<file path="src/rtl/falafel_pkg.sv">
// falafel_pkg: shared types for the falafel heap load/store unit.
// Header layout, core request/response bundles and memory opcodes.
package falafel_pkg;

    localparam int DATA_W = 64;
    localparam logic [DATA_W-1:0] NEXT_ADDR_OFFSET =
        DATA_W'(DATA_W / 8);
    localparam logic [DATA_W-1:0] LOCK_ADDR_DEFAULT = '0;

    typedef enum logic [2:0] {
        LSU_LOCK                    = 3'd0,
        LSU_UNLOCK                  = 3'd1,
        LSU_LOAD                    = 3'd2,
        LSU_EDIT_NEXT_ADDR          = 3'd3,
        LSU_EDIT_SIZE_AND_NEXT_ADDR = 3'd4
    } req_lsu_op_e;

    typedef enum logic [1:0] {
        MEM_READ  = 2'd0,
        MEM_WRITE = 2'd1,
        MEM_SWAP  = 2'd2
    } mem_op_e;

    typedef struct packed {
        logic [DATA_W-1:0] addr;
        logic [DATA_W-1:0] size;
        logic [DATA_W-1:0] next_addr;
    } header_t;

    typedef struct packed {
        logic        val;
        req_lsu_op_e lsu_op;
        header_t     header;
    } header_req_t;

    typedef struct packed {
        logic    val;
        header_t header;
    } header_rsp_t;

    typedef struct packed {
        mem_op_e           op;
        logic [DATA_W-1:0] addr;
        logic [DATA_W-1:0] wdata;
    } mem_cmd_t;

    function automatic logic op_is_defined(input req_lsu_op_e op);
        return op inside {LSU_LOCK, LSU_UNLOCK, LSU_LOAD,
                          LSU_EDIT_NEXT_ADDR,
                          LSU_EDIT_SIZE_AND_NEXT_ADDR};
    endfunction

endpackage

</file>
<file path="src/rtl/falafel_lsu.sv">
// falafel_lsu: turns one header request into word memory beats.
// LOCK spins on an atomic swap with a fixed backoff between tries.
module falafel_lsu
    import falafel_pkg::*;
#(
    parameter logic [DATA_W-1:0] LOCK_ADDR      = LOCK_ADDR_DEFAULT,
    parameter int                BACKOFF_CYCLES = 4
) (
    input  logic              clk_i,
    input  logic              rst_ni,
    input  header_req_t       req_i,
    output logic              lsu_ready_o,
    output header_rsp_t       rsp_o,
    output logic              mem_req_valid_o,
    input  logic              mem_req_ready_i,
    output mem_op_e           mem_req_op_o,
    output logic [DATA_W-1:0] mem_req_addr_o,
    output logic [DATA_W-1:0] mem_req_wdata_o,
    input  logic              mem_rsp_valid_i,
    input  logic [DATA_W-1:0] mem_rsp_rdata_i
);

    localparam int CNT_W =
        (BACKOFF_CYCLES > 1) ? $clog2(BACKOFF_CYCLES) : 1;
    localparam logic [CNT_W-1:0] CNT_LOAD = CNT_W'(BACKOFF_CYCLES - 1);

    typedef enum logic [2:0] {
        S_IDLE,
        S_MEM_REQ,
        S_MEM_WAIT,
        S_BACKOFF,
        S_RESPOND
    } lsu_state_e;

    lsu_state_e  r_state;
    req_lsu_op_e r_op;
    header_t     r_hdr;
    logic        r_beat;
    logic [CNT_W-1:0] r_cnt;
    logic        r_ready;
    header_rsp_t r_rsp;
    logic        r_mem_valid;
    mem_cmd_t    r_mem_cmd;

    logic        w_last_beat;
    logic        w_lock_fail;
    header_t     w_done_hdr;

    // Memory command for a given op and beat (0 = first word).
    function automatic mem_cmd_t beat_cmd(
        input req_lsu_op_e op,
        input logic        beat,
        input header_t     h
    );
        mem_cmd_t c;
        c = '0;
        case (op)
            LSU_LOAD: begin
                c.op   = MEM_READ;
                c.addr = beat ? h.addr + NEXT_ADDR_OFFSET : h.addr;
            end
            LSU_EDIT_NEXT_ADDR: begin
                c.op    = MEM_WRITE;
                c.addr  = h.addr + NEXT_ADDR_OFFSET;
                c.wdata = h.next_addr;
            end
            LSU_EDIT_SIZE_AND_NEXT_ADDR: begin
                c.op    = MEM_WRITE;
                c.addr  = beat ? h.addr + NEXT_ADDR_OFFSET : h.addr;
                c.wdata = beat ? h.next_addr : h.size;
            end
            LSU_LOCK: begin
                c.op    = MEM_SWAP;
                c.addr  = LOCK_ADDR;
                c.wdata = DATA_W'(1);
            end
            LSU_UNLOCK: begin
                c.op    = MEM_WRITE;
                c.addr  = LOCK_ADDR;
                c.wdata = '0;
            end
            default: c = '0;
        endcase
        return c;
    endfunction

    assign w_last_beat = r_beat ||
        !(r_op inside {LSU_LOAD, LSU_EDIT_SIZE_AND_NEXT_ADDR});
    assign w_lock_fail = (r_op == LSU_LOCK) && (mem_rsp_rdata_i != '0);

    // Response header: LOAD takes next_addr from the final read.
    always_comb begin
        w_done_hdr = r_hdr;
        if (r_op == LSU_LOAD) begin
            w_done_hdr.next_addr = mem_rsp_rdata_i;
        end
    end

    // Main FSM with registered handshake and memory outputs.
    always_ff @(posedge clk_i or negedge rst_ni) begin
        if (!rst_ni) begin
            r_state     <= S_IDLE;
            r_op        <= LSU_LOCK;
            r_hdr       <= '0;
            r_beat      <= 1'b0;
            r_cnt       <= '0;
            r_ready     <= 1'b1;
            r_rsp       <= '0;
            r_mem_valid <= 1'b0;
            r_mem_cmd   <= '0;
        end else begin
            unique case (r_state)
                S_IDLE: begin
                    if (req_i.val) begin
                        r_op    <= req_i.lsu_op;
                        r_hdr   <= req_i.header;
                        r_beat  <= 1'b0;
                        r_ready <= 1'b0;
                        if (op_is_defined(req_i.lsu_op)) begin
                            r_state     <= S_MEM_REQ;
                            r_mem_valid <= 1'b1;
                            r_mem_cmd   <= beat_cmd(req_i.lsu_op, 1'b0,
                                                    req_i.header);
                        end else begin
                            r_state      <= S_RESPOND;
                            r_rsp.val    <= 1'b1;
                            r_rsp.header <= req_i.header;
                        end
                    end
                end
                S_MEM_REQ: begin
                    if (mem_req_ready_i) begin
                        r_mem_valid <= 1'b0;
                        r_state     <= S_MEM_WAIT;
                    end
                end
                S_MEM_WAIT: begin
                    if (mem_rsp_valid_i) begin
                        if (w_lock_fail) begin
                            r_state <= S_BACKOFF;
                            r_cnt   <= CNT_LOAD;
                        end else if (!w_last_beat) begin
                            r_beat      <= 1'b1;
                            r_state     <= S_MEM_REQ;
                            r_mem_valid <= 1'b1;
                            r_mem_cmd   <= beat_cmd(r_op, 1'b1, r_hdr);
                            if (r_op == LSU_LOAD) begin
                                r_hdr.size <= mem_rsp_rdata_i;
                            end
                        end else begin
                            r_state      <= S_RESPOND;
                            r_rsp.val    <= 1'b1;
                            r_rsp.header <= w_done_hdr;
                        end
                    end
                end
                S_BACKOFF: begin
                    if (r_cnt == '0) begin
                        r_state     <= S_MEM_REQ;
                        r_mem_valid <= 1'b1;
                        r_mem_cmd   <= beat_cmd(r_op, r_beat, r_hdr);
                    end else begin
                        r_cnt <= r_cnt - 1'b1;
                    end
                end
                S_RESPOND: begin
                    r_rsp.val <= 1'b0;
                    r_ready   <= 1'b1;
                    r_state   <= S_IDLE;
                end
                default: r_state <= S_IDLE;
            endcase
        end
    end

    assign lsu_ready_o     = r_ready;
    assign rsp_o           = r_rsp;
    assign mem_req_valid_o = r_mem_valid;
    assign mem_req_op_o    = r_mem_cmd.op;
    assign mem_req_addr_o  = r_mem_cmd.addr;
    assign mem_req_wdata_o = r_mem_cmd.wdata;

endmodule

</file>
<file path="config.mk">
export PLATFORM = sky130hd
export DESIGN_NAME = falafel_lsu
export DESIGN_NICKNAME = d
export VERILOG_FILES = /design/src/rtl/falafel_pkg.sv /design/src/rtl/falafel_lsu.sv
export SDC_FILE = /design/constraint.sdc
export NUM_CORES = 2
export LEC_CHECK = 0
export ABC_CLOCK_PERIOD_IN_PS = 4500
export BUFFER_PORTS_ARGS = -buffer_cell sky130_fd_sc_hd__buf_2
export CAP_MARGIN = 20
export CORE_AREA = 2 2 228 230
export CTS_BUF_LIST = sky130_fd_sc_hd__clkbuf_4 sky130_fd_sc_hd__clkbuf_8 sky130_fd_sc_hd__clkbuf_16
export DETAILED_ROUTE_END_ITERATION = 7
export DIE_AREA = 0 0 230 232
export PLACE_DENSITY = 0.8
export SLEW_MARGIN = 20
export SYNTH_ARGS = -nofsm -noshare
export SYNTH_HDL_FRONTEND = slang
export SYNTH_SLANG_ARGS = --single-unit
</file>
<file path="constraint.sdc">
create_clock -name clk_i -period 4.5 [get_ports clk_i]
set_input_delay 0.675 -clock clk_i [delete_from_list [all_inputs] [get_ports clk_i]]
set_output_delay 0.675 -clock clk_i [all_outputs]
set_load 0.02 [all_outputs]
</file>
# Word-level counts from Yosys, hierarchy flattened
# Index checks and enable logic that the tools add are counted.
[word_totals]
reg_bits = 526
inputBits = 264
wordCells = 122
[op_classes]
n_addsub = 3
n_eq_ne = 24
muxes = 52
n_reduce_logical = 27
[op_table]
columns = ["cell", "count"]
rows = [
  ["two-way mux 193 bit", 5],
  ["two-way mux 130 bit", 6],
  ["case mux 66 bit (5 select lines)", 2],
  ["two-way mux 64 bit", 7],
  ["case mux 130 bit (3 select lines)", 1],
  ["case mux 192 bit (2 select lines)", 1],
  ["case mux 64 bit (3 select lines)", 2],
  ["case mux 66 bit (4 select lines)", 1],
  ["case mux 64 bit (2 select lines)", 2],
  ["adder 64 x 4 -> 64 bit, second input constant", 2],
  ["two-way mux 128 bit", 1],
  ["nonzero test 64 bit", 1],
  ["!= test 2 bit, second input constant", 12],
  ["two-way mux 3 bit", 7],
  ["equality test 3 x 2 -> 1 bit, second input constant", 6],
  ["AND reduction 6 bit", 3],
  ["case mux 3 bit (4 select lines)", 1],
  ["equality test 3 x 1 -> 1 bit, second input constant", 3],
  ["equality test 3 bit, second input constant", 3],
  ["logical NOT 3 bit", 3],
  ["two-way mux 1 bit", 8],
  ["AND reduction 4 bit", 2],
  ["AND reduction 8 bit", 1],
  ["nonzero test 2 bit", 4],
  ["17 further kinds", 22],
]

# Depth between registers and ports, before layout
[logic_depth]
ltp_word = 8
mapped_depth = 12
depth_no_buf = 8

# Least setup slack after synthesis
# OpenSTA, ideal clock, no wires.
[synth_timing]
path_kind = "input -> register"
startpoint = "input req_i[160] (netlist bit)"
endpoint = "register r_mem_cmd, in the netlist mem_req_addr_o[63]"
setup_time_ps = 119
arrival_ps = 2831
slack_ps = 1550
path_stages = 10
n_path_buf = 3
path_cell_list = "buf_2 > nand4_2 > or4b_1 > buf_2 > or4b_1 > buf_6 > nor4_4 > xnor2_1 > o221ai_1 > o21a_1"
[synth_via]
elab_chain_cells = 5
[synth_lines]
columns = ["item", "line_no", "text"]
rows = [
  ["start, declared", "falafel_lsu.sv:11", "input header_req_t req_i,"],
  ["adder 64 x 4 -> 64 bit", "--", ""],
  ["case mux 66 bit (5 select lines)", "falafel_lsu.sv:57", "case (op)"],
  ["two-way mux 130 bit", "falafel_lsu.sv:119", "if (op_is_defined(req_i.lsu_op)) begin"],
  ["two-way mux 130 bit", "falafel_lsu.sv:114", "if (req_i.val) begin"],
  ["case mux 130 bit (3 select lines)", "falafel_lsu.sv:112", "unique case (r_state)"],
  ["end signal, assigned", "falafel_lsu.sv:122", "r_mem_cmd <= beat_cmd(req_i.lsu_op, 1'b0,"],
  ["end signal, assigned", "falafel_lsu.sv:146", "r_mem_cmd <= beat_cmd(r_op, 1'b1, r_hdr);"],
  ["end signal, assigned", "falafel_lsu.sv:161", "r_mem_cmd <= beat_cmd(r_op, r_beat, r_hdr);"],
  ["end, declared", "falafel_lsu.sv:43", "mem_cmd_t r_mem_cmd;"],
]
# Every way passes these cells. The select of a mux whose other input is x is not followed.
# A chain may end at the register's enable or synchronous reset.

# Worst setup path after layout
[layout_timing]
startpoint = "input mem_rsp_rdata_i[7]"
endpoint = "register r_rsp, in the netlist rsp_o[90]"
[layout_via]
elab_chain_cells = 4
[layout_lines]
columns = ["item", "line_no", "text"]
rows = [
  ["start, declared", "falafel_lsu.sv:20", "input logic [DATA_W-1:0] mem_rsp_rdata_i"],
  ["nonzero test 64 bit", "falafel_lsu.sv:89", "assign w_lock_fail = (r_op == LSU_LOCK) && (mem_rsp_rdata_i != '0);"],
  ["logical AND 1 bit", "falafel_lsu.sv:89", ""],
  ["!= test 2 bit (no line)", "--", ""],
  ["AND reduction 6 bit (no line)", "--", ""],
  ["end, declared", "falafel_lsu.sv:41", "header_rsp_t r_rsp;"],
]
# Every way passes these cells.

==> reports/qor.txt <==
number of hold violations in the final report: 0
path type of the worst setup path: input pin to flip-flop
register-to-register setup slack: 1.00 ns
die boundary height: 232 um
dominant register cell in the synthesized netlist: sky130_fd_sc_hd__dfrtp_1
Final TNS setup: 0 ns
async set-reset flop share out of synthesis: 100%
CTS resizes: 0
Netlist cell types: 71
number of max-capacitance violations reported: 0
routed wire length: 113000 um
Post-Route Hold Slack: 0.0840 ns
TritonCTS clock tree: done
setup repair after global routing missed its margin: false
GRT Residual Overflow: 0
initial core utilization: 56.0%
DIE WIDTH: 230 um
ratio of cells with drive above 1 in the final layout: 19.9%
worst reg2reg endpoint: mem_req_addr_o[35]
start point of the critical path: mem_rsp_rdata_i[7]
GRT Util Overall: 41.2%
largest net degree at the start of global routing: 206
sequential cell area fraction in the yosys report: 46.2%
setup-violating endpoint count in the final report: 0
RD Place Congestion: 0.949
Vias per Instance: 6.57
CTS HTree Levels: 2
floorplan row count: 83
first-pass GRT wire length: 171000 um
post-synthesis instance area: 28500 sq um
type of element launching the critical path: input pin
antenna violations before repair: 30
1st-pass router iterations: 8
Core Footprint: 50900 sq um
number of port buffers: 588
maximum resistive drop on vdd: 0.676 mV
area enclosed by the die boundary: 53400 sq um
sort of element at the end of the critical path: flip-flop
Mapped Cells: 3569
most frequently used cell type in the post-synthesis netlist: sky130_fd_sc_hd__nand2_1
area fraction of the dominant cell type after synthesis: 46.1%
launch point of the worst reg-to-reg path: r_hdr[147]
Remaining DRCs: 0
number of buffers inserted by hold repair at cts: 0
number of cells on the worst reg-to-reg path: 7
CP max FO: 45
top post-synthesis cells by area: sky130_fd_sc_hd__dfrtp_1 (46%), sky130_fd_sc_hd__nand2_1 (13%), sky130_fd_sc_hd__o21ai_0 (5.1%)
vias after detailed routing: 30914
final-layout fill cell count: 4290
Total Power Consumption: 25.9 mW
critical path data required time: 5.03 ns
most common library cells after synthesis: sky130_fd_sc_hd__nand2_1 (976), sky130_fd_sc_hd__dfrtp_1 (525), sky130_fd_sc_hd__nor2_1 (302)
wire per inst: 24.0 um
number of buffers created by CTS: 56
count of nets left with antenna violations after detail routing: 0
static power due to leakage: 15.2 nW
synthesized area per cell: 7.98 sq um
vias in the first global route: 28629
hpwl dp: 73200 um
run status: completed
clock tree skew after final layout: 0.0292 ns
area overhead of the layout relative to synthesis: 19.2%
Clock Tree Root: sky130_fd_sc_hd__clkbuf_16
First DRT Iteration DRCs: 5141
Top Ports: 589
Period minus WS final: 3.53 ns
buffers inserted during post-CTS setup optimization: 0
Worst Path Arrival: 4.06 ns
count of pins over their slew limit: 0
CTS clock-pin slew for the worst setup and hold paths: 0.06 ns
slew at the pin closest to its max-slew limit: 1.17 ns
Max Clk Rate: 0.284 GHz
worst slew margin relative to its limit: 21.7%
Post-layout nets: 4225
synthesized net count: 3836
number of warnings printed during yosys synthesis: 0
period utilization: 78.4%
Max Root-Sink Buffers: 3
Hold WC Path Type: input pin to async pin
Worst-Skew Late Latency: 0.64 ns
largest area contributor in the netlist: sky130_fd_sc_hd__dfrtp_1
number of clock sinks: 526
number of enable-type register cells in the synthesized netlist: 0
number of register bits inferred by synthesis: 526
power density normalized to cell area: 761 nW/um^2
-- worst max path at each step --
stage | cells past startpoint | slack (ns) | end
floorplan | 10 | 1.55 | mem_req_addr_o[63]
global placement | 10 | 0.57 | rsp_o[54]
detailed placement | 10 | 0.41 | rsp_o[45]
CTS | 10 | 1.04 | rsp_o[9]
global route | 7 | 0.86 | mem_req_addr_o[35]
finish | 11 | 0.97 | rsp_o[90]
-- kinds of logic after synthesis --
logic type	count (synthesis)	synth area share, %
and+or+nand+nor	1591	23.4
buffers and inverters	348	4.77
muxes	6	0.215
adders and majority gates	3	0.132
xor gates and xnor gates	48	1.48
DFF	526	46.2
AOI/OAI and AO/OA	1047	23.7
-- metrics by stage --
step	utilization, %	cells	worst slack, ns	area, sq um
4_1_cts	66.6	4683	1.04	33900
6_report	66.7	4707	0.974	34000
3_5_place_dp	62.8	4580	0.406	31900
5_1_grt	66.7	4703	0.864	33900
2_1_floorplan	-	3569	1.55	28500
3_3_place_gp	62.7	4579	0.567	31900
-- power breakdown --
part           internal (mW)  leakage, nW  switching, mW
clock network           2.89        0.982           2.05
logic                   3.77         7.88           7.97
registers               7.02         6.35           2.14
-- area by class of cell --
cell class	instances	area (sq um)	share of cell area [%]
Antenna cell	24	60.1	0.177
Clock buffer	83	1690	4.96
Clock inverter	20	270	0.796
Inverter	22	90.1	0.265
Multi-Input combinational cell	2695	14100	41.4
Sequential cell	526	13200	38.8
Tap cell	680	851	2.51
Timing Repair Buffer	657	3760	11.1
-- cell usage in the layout (no fill, tap or decap), types with 6 or more instances in the layout --
master	synthesis	layout
sky130_fd_sc_hd__o21a_1	7	7
sky130_fd_sc_hd__and3_1	16	16
sky130_fd_sc_hd__nor4_1	47	47
sky130_fd_sc_hd__o211ai_1	7	7
sky130_fd_sc_hd__buf_2	31	587
sky130_fd_sc_hd__nor2b_1	6	6
sky130_fd_sc_hd__buf_12	0	21
sky130_fd_sc_hd__clkinv_2	0	8
sky130_fd_sc_hd__a22o_1	129	129
sky130_fd_sc_hd__nor2_1	302	296
sky130_fd_sc_hd__a21oi_1	210	208
sky130_fd_sc_hd__inv_1	21	21
sky130_fd_sc_hd__or3_1	6	6
sky130_fd_sc_hd__buf_4	1	46
sky130_fd_sc_hd__nand2_1	976	974
sky130_fd_sc_hd__o22a_1	13	13
sky130_fd_sc_hd__or4_1	7	7
sky130_fd_sc_hd__dfrtp_1	525	524
sky130_fd_sc_hd__a222oi_1	71	71
sky130_fd_sc_hd__a221oi_1	20	20
sky130_fd_sc_hd__a311oi_1	7	7
sky130_fd_sc_hd__clkbuf_16	0	56
sky130_fd_sc_hd__xor2_1	22	22
sky130_fd_sc_hd__diode_2	0	24
sky130_fd_sc_hd__o31ai_1	6	6
sky130_fd_sc_hd__and4_1	7	7
sky130_fd_sc_hd__clkbuf_4	0	14
sky130_fd_sc_hd__o21ai_0	293	293
sky130_fd_sc_hd__xnor2_1	26	26
sky130_fd_sc_hd__o22ai_1	9	9
sky130_fd_sc_hd__clkbuf_8	0	13
sky130_fd_sc_hd__a41oi_1	7	7
sky130_fd_sc_hd__nand4_1	37	37
sky130_fd_sc_hd__nor3_1	36	36
sky130_fd_sc_hd__nand3_1	116	116
sky130_fd_sc_hd__a31oi_1	223	223
-- flip-flops by register name, summed over array words and instances (netlist names), 2 cells and up --
name,cells
r_state,3
rsp_o,193
mem_req_wdata_o,64
r_op,3
r_cnt,2
mem_req_addr_o,64
mem_req_op_o,2
r_hdr,192
-- critical path: stages --
cell and delay, ns:
sky130_fd_sc_hd__buf_2 0.13, sky130_fd_sc_hd__nor4_1 0.61, sky130_fd_sc_hd__buf_4 0.26, sky130_fd_sc_hd__nand4_1 0.21, sky130_fd_sc_hd__nor4_1 0.53, sky130_fd_sc_hd__nor3_1 0.17, sky130_fd_sc_hd__a2111o_2 0.57, sky130_fd_sc_hd__inv_8 0.28
sky130_fd_sc_hd__buf_4 0.34, sky130_fd_sc_hd__nor2_1 0.08, sky130_fd_sc_hd__a31oi_1 0.19
-- layer usage --
layer | vias up | wire (um) | global-route usage, % | share of wire [%]
met3 | 526 | 14200 | 11.3 | 13
met4 | 10 | 7690 | 24.3 | 6.8
li1 | 13478 | - | - | -
met2 | 2363 | 50200 | 63.1 | 44
met5 | - | 66 | 0 | 0.058
met1 | 14537 | 40900 | 52.6 | 36
Power figures use the tool's default switching activity.
